### src/rtl/spi_slave_if.sv
// SPI mode-0 responder (MSB first, full duplex); sclk/cs_n/mosi oversampled in clk.
// Latency: rx_valid SYNC_STAGES+1 clk after the last sclk rise reaches the pin; miso follows a sclk fall by SYNC_STAGES+1 clk.
// Backpressure: tx_valid/tx_ready on a one-word holding register, IDLE_FILL sent on underrun; RX has none.
// Optional: define SPI_SLAVE_STATUS_EN for sticky overrun/underrun flags with rx_ack/status_clr inputs.
module spi_slave_if #(
    parameter int                DATA_W      = 8,
    parameter int                SYNC_STAGES = 2,
    parameter logic [DATA_W-1:0] IDLE_FILL   = 8'hFF
) (
    input  logic              clk,
    input  logic              reset,
    input  logic              sclk,
    input  logic              cs_n,
    input  logic              mosi,
    output logic              miso,
    output logic              miso_oe,
    input  logic [DATA_W-1:0] tx_data,
    input  logic              tx_valid,
    output logic              tx_ready,
    output logic [DATA_W-1:0] rx_data,
    output logic              rx_valid
`ifdef SPI_SLAVE_STATUS_EN
    ,
    input  logic              rx_ack,
    input  logic              status_clr,
    output logic              overrun,
    output logic              underrun
`endif
);
    localparam int CNT_W = $clog2(DATA_W);

    typedef enum logic [1:0] {IDLE, LOAD, SHIFT} state_t;

    logic [SYNC_STAGES-1:0] sclk_sync_q, cs_sync_q, mosi_sync_q;
    logic                   sclk_prev_q, cs_prev_q;
    logic                   sclk_s, cs_s, mosi_s;
    logic                   rise, fall, cs_fall;

    state_t                 state_q;
    logic [CNT_W-1:0]       cnt_q;
    logic [DATA_W-1:0]      tx_sh_q, hold_q, rx_data_q;
    logic [DATA_W-2:0]      rx_sh_q;
    logic                   tx_ready_q, rx_valid_q, miso_q, miso_oe_q;

    logic [DATA_W-1:0]      rx_word_d, load_word_d;
    logic                   word_done, do_load;

    // Synchronizer chains plus one history flop each for sclk/cs_n edge detection.
    always_ff @(posedge clk) begin
        if (!reset) begin
            sclk_sync_q <= '0;
            cs_sync_q   <= '1;
            mosi_sync_q <= '0;
            sclk_prev_q <= 1'b0;
            cs_prev_q   <= 1'b1;
        end else begin
            sclk_sync_q <= {sclk_sync_q[SYNC_STAGES-2:0], sclk};
            cs_sync_q   <= {cs_sync_q[SYNC_STAGES-2:0], cs_n};
            mosi_sync_q <= {mosi_sync_q[SYNC_STAGES-2:0], mosi};
            sclk_prev_q <= sclk_sync_q[SYNC_STAGES-1];
            cs_prev_q   <= cs_sync_q[SYNC_STAGES-1];
        end
    end

    assign sclk_s  = sclk_sync_q[SYNC_STAGES-1];
    assign cs_s    = cs_sync_q[SYNC_STAGES-1];
    assign mosi_s  = mosi_sync_q[SYNC_STAGES-1];
    assign rise    = sclk_s & ~sclk_prev_q;
    assign fall    = ~sclk_s & sclk_prev_q;
    assign cs_fall = ~cs_s & cs_prev_q;

    // A zero count on a fall only happens right after a completed word, so that fall reloads the shifter.
    assign rx_word_d   = {rx_sh_q, mosi_s};
    assign load_word_d = tx_ready_q ? IDLE_FILL : hold_q;
    assign word_done   = (state_q == SHIFT) && rise && (cnt_q == CNT_W'(DATA_W - 1));
    assign do_load     = !cs_s && ((state_q == LOAD) ||
                                   ((state_q == SHIFT) && fall && (cnt_q == '0)));

    // Transfer FSM, TX holding register and RX word assembly.
    always_ff @(posedge clk) begin
        if (!reset) begin
            state_q    <= IDLE;
            cnt_q      <= '0;
            tx_sh_q    <= '0;
            hold_q     <= '0;
            rx_sh_q    <= '0;
            rx_data_q  <= '0;
            tx_ready_q <= 1'b1;
            rx_valid_q <= 1'b0;
            miso_q     <= 1'b0;
            miso_oe_q  <= 1'b0;
        end else begin
            rx_valid_q <= 1'b0;
            // Write needs an empty holding register and consume needs a full one, so they never collide.
            if (tx_valid && tx_ready_q) begin
                hold_q     <= tx_data;
                tx_ready_q <= 1'b0;
            end
            if (do_load && !tx_ready_q) begin
                tx_ready_q <= 1'b1;
            end

            case (state_q)
                IDLE: begin
                    miso_q    <= 1'b0;
                    miso_oe_q <= 1'b0;
                    if (cs_fall) begin
                        state_q <= LOAD;
                    end
                end
                LOAD: begin
                    if (cs_s) begin
                        state_q   <= IDLE;
                        miso_q    <= 1'b0;
                        miso_oe_q <= 1'b0;
                    end else begin
                        tx_sh_q   <= load_word_d;
                        miso_q    <= load_word_d[DATA_W-1];
                        miso_oe_q <= 1'b1;
                        cnt_q     <= '0;
                        state_q   <= SHIFT;
                    end
                end
                SHIFT: begin
                    if (rise) begin
                        rx_sh_q <= rx_word_d[DATA_W-2:0];
                        if (word_done) begin
                            rx_data_q  <= rx_word_d;
                            rx_valid_q <= 1'b1;
                            cnt_q      <= '0;
                        end else begin
                            cnt_q <= cnt_q + CNT_W'(1);
                        end
                    end else if (fall) begin
                        if (cnt_q == '0) begin
                            tx_sh_q <= load_word_d;
                            miso_q  <= load_word_d[DATA_W-1];
                        end else begin
                            tx_sh_q <= {tx_sh_q[DATA_W-2:0], tx_sh_q[DATA_W-1]};
                            miso_q  <= tx_sh_q[DATA_W-2];
                        end
                    end
                    // Deselect wins over everything except completing a word on the same cycle.
                    if (cs_s) begin
                        state_q   <= IDLE;
                        miso_q    <= 1'b0;
                        miso_oe_q <= 1'b0;
                    end
                end
                default: state_q <= IDLE;
            endcase
        end
    end

    assign miso     = miso_q;
    assign miso_oe  = miso_oe_q;
    assign tx_ready = tx_ready_q;
    assign rx_data  = rx_data_q;
    assign rx_valid = rx_valid_q;

`ifdef SPI_SLAVE_STATUS_EN
    logic unacked_q, overrun_q, underrun_q;

    // Sticky flags: overrun when a word lands on an unacknowledged one, underrun when a load falls back to IDLE_FILL.
    always_ff @(posedge clk) begin
        if (!reset) begin
            unacked_q  <= 1'b0;
            overrun_q  <= 1'b0;
            underrun_q <= 1'b0;
        end else begin
            if (word_done) begin
                unacked_q <= 1'b1;
            end else if (rx_ack) begin
                unacked_q <= 1'b0;
            end
            if (status_clr) begin
                overrun_q  <= 1'b0;
                underrun_q <= 1'b0;
            end else begin
                if (word_done && unacked_q && !rx_ack) begin
                    overrun_q <= 1'b1;
                end
                if (do_load && tx_ready_q) begin
                    underrun_q <= 1'b1;
                end
            end
        end
    end

    assign overrun  = overrun_q;
    assign underrun = underrun_q;
`endif

endmodule

### config.mk
export PLATFORM = sky130hd
export DESIGN_NAME = spi_slave_if
export DESIGN_NICKNAME = d
export VERILOG_FILES = /design/src/rtl/spi_slave_if.sv
export SDC_FILE = /design/constraint.sdc
export NUM_CORES = 1
export LEC_CHECK = 0
export CAP_MARGIN = 20
export CORE_MARGIN = 8
export CORE_UTILIZATION = 54
export DETAILED_ROUTE_END_ITERATION = 6
export GPL_TIMING_DRIVEN = 0
export HOLD_SLACK_MARGIN = 0.12
export PLACE_DENSITY = 0.78
export SYNTH_ARGS = -nofsm -noshare
export SYNTH_HDL_FRONTEND = slang
export SYNTH_SLANG_ARGS = --single-unit
### constraint.sdc
create_clock -name clk -period 2 [get_ports clk]
set_input_delay 0.3 -clock clk [delete_from_list [all_inputs] [get_ports clk]]
set_output_delay 0.3 -clock clk [all_outputs]
set_load 0.01 [all_outputs]
==> impl_metrics.ini <==
[power_and_ir_drop]
p_per_area_nw_per_um2 = 734
total_power_w = 0.00178
cellLeakagePower_nw = 0.915
ir_worst_vdd_mv = 0.417

[synth]
synth_top_cells_by_count = 48 x dfxtp_1, 29 x nand2_1, 19 x o21ai_0
synth_most_common_cell = dfxtp_1
synthAdderAreaFrac_pct = 4.92
yosys_warnings = 0
synth_top_area_share_pct = 47.2
synth_top_family_by_area = simple AND/OR/NAND/NOR gates
synth_simple_gate_area_share_pct = 22.1
async_reset_ff_share_pct = 0
synth_ff_type = dfxtp_1
synth_area_per_cell_sq_um = 9.25
synth-compound-area-share_pct = 17.3
synth_seq_cells = 48
synthMuxAreaShare_pct = 4.43
synth-edff-count = 0
syn_area_sq_um = 2040
synthDistinctLibCells = 33
synth_area_leaders = dfxtp_1 47%, nand2_1 5.3%, ha_1 4.9%
yosys.area.top_type = dfxtp_1
synth_xor_area_share_pct = 0
syn_inst = 220
syn-num-nets = 242
ys_seq_area_share_pct = 47.2

[worst_setup_path]
startpoint_type = register
critPathArrivalTime_ns = 1.93
r2r_setup_slack_ns = 0.30
cp_max_fo = 8
cp-startpoint = state_q[1]
slowest_stage = dfxtp_1
cp-end-kind = register
r2r_start = state_q[1]
rr_endpoint = tx_sh_q[3]
endpoint = tx_sh_q[3]
crit_type = register to register
r2r_cells = 6
slowest_delay_ns = 0.37
crit_required_ns = 2.23
crit_path_cell_trace = inv_1 > ha_1 > and2_1 > a211oi_1 > nand2_1 > o2bb2ai_1

[finish]
regArea_sq_um = 961
areaGrowthSynthToFinish_pct = 19.1
multiInputGateArea_sq_um = 992
n_fill_cell = 327
diodes = 0
fin_nets = 273
drive_gt1_share_pct = 6.75
design_area_sq_um = 2420

[placement]
globalplace.congestion = 0.768
port_buffers = 24
place_area_sq_um = 2340
dp_hpwl_um = 2850

[die]
die_y_um = 77.4
die_area_sq_um = 5990
rows = 22
design.core.area_sq_um = 3630
initial_utilization_pct = 56.0
pin_count = 26
die_w_um = 77.4

[route]
vias = 1591
drtIter0Drc = 90
wirelength_um = 3940
dr_wl_met2_um = 1860
viasPerCell = 5.30
wl_met1_um = 1900
wire_per_inst_um = 13.1
top_layer_used = met4
drt-pass1-iter-count = 4
met3_length_um = 128
drc = 0
antenna_left = 0

[cts]
h-tree-depth = 2
cts_hold_buf = 0
cts.root.buffer_cell = clkbuf_8
cts_tree = built
clock_tree.buffer_depth = 2
clk_latency_ns = 0.30
clkSinkCount = 48
post_cts_buffers = 0
cts_buffers = 5
clk_pin_slew_ns = 0.09
cts_resized = 0

[timing]
finalCritPeriodShare_pct = 85.2
maxSlewViolCount = 0
fmaxAchievable_mhz = 587
finalCriticalPeriod_ns = 1.70
clock_skew_ns = 0.00808
hold_slack_ns = 0.423
tns_ns = 0
hold_viol = 0
max_slew_margin_pct = 70.5
final-setup-viol-count = 0
worst_slew_pin_slew_ns = 0.443
rsz0062_at_grt = no

[outcome]
status = finished, final reports clean

[worst_hold_path]
holdCritPathClass = register to register
hold_depth = 1

[global_route]
grt_max_degree = 16
antenna_found_initial = 0
gr-usage-all-layers_pct = 13.7
grt_pass1_vias = 1598
grt_pass1_wl_um = 6910
grt-ovfl-total = 0

[run]
cap_violations = 0
critical path: cells and delay by family (launching register included):
| kind | cells | cell delay (ns) |
|---|---|---|
| AND/OR/NAND/NOR | 2 | 0.47 |
| AO/OA/AOI/OAI | 2 | 0.49 |
| buffers and inverters | 1 | 0.10 |
| adder cells (fa/ha/maj) | 1 | 0.22 |
| flip-flops | 1 | 0.37 |
sequential cells by signal, summed over array words and instances (netlist names):
| signal | flops |
|---|---|
| miso_oe | 1 |
| cs_sync_q | 2 |
| mosi_sync_q | 2 |
| tx_sh_q | 8 |
| sclk_sync_q | 2 |
| state_q | 2 |
| rx_data | 8 |
| hold_q | 8 |
| cs_prev_q | 1 |
| miso | 1 |
| cnt_q | 3 |
| tx_ready | 1 |
| sclk_prev_q | 1 |
| rx_sh_q | 7 |
| rx_valid | 1 |
where the power goes:
part	total, W	internal [W]	switching [W]	leakage [nW]
Combinational	0.000194	0.0000939	0.000100	0.476
Sequential	0.00103	0.00100	0.0000270	0.391
Clock	0.000555	0.000244	0.000311	0.0479
per-layer routing:
| metal | up-vias | track usage [%] |
|---|---|---|
| met3 | 5 | 3.46 |
| li1 | 804 | - |
| met5 | - | 0 |
| met1 | 762 | 15.8 |
| met2 | 20 | 24.0 |
| met4 | 0 | 5.09 |
placed cells by master (no fill, tap or decap), drive strengths merged, types with 9 or more instances in the layout:
| cell | netlist | layout |
|---|---|---|
| dfxtp | 48 | 48 |
| nand2 | 29 | 29 |
| clkdlybuf4s50 | 0 | 24 |
| o21ai | 19 | 19 |
| a21boi | 17 | 17 |
| nor2b | 12 | 12 |
| nor2 | 12 | 12 |
| clkbuf | 6 | 11 |
| nand2b | 9 | 9 |
| mux2i | 9 | 9 |
area by class of cell:
| cell class | instances | share of cell area, % |
|---|---|---|
| clock buffer | 5 | 2.84 |
| multi-input combinational | 155 | 40.9 |
| tap | 48 | 2.48 |
| sequential | 48 | 39.6 |
| buffer | 11 | 2.48 |
| inverter | 6 | 0.929 |
| clock inverter | 3 | 0.774 |
| timing repair buffer | 24 | 9.91 |
cell families after synthesis:
logic type      Yosys count
simple gates             86
compound gates           52
flops                    48
buf+inv                  17
mux                       9
fa+ha+maj                 8
how the worst min path moves through the flow:
stage,startpoint,endpoint,slack (ns)
6_report,cs_sync_q[0],cs_sync_q[1],0.42
3_3_place_gp,cs_sync_q[0],cs_sync_q[1],0.39
5_1_grt,cs_sync_q[0],cs_sync_q[1],0.45
4_1_cts,tx_valid,hold_q[3],0.41
2_1_floorplan,reset,cs_prev_q,0.37
3_5_place_dp,cs_sync_q[0],cs_sync_q[1],0.41
through the flow:
step           instances  utilization [%]  setup WS (ns)
6_report             300             66.7          0.295
5_1_grt              300             66.7          0.157
4_1_cts              300             66.7          0.295
3_5_place_dp         292             64.3          0.292
3_3_place_gp         292             64.3          0.250
2_1_floorplan        220                -          0.494
No activity file was read; power rests on OpenSTA's default activity.
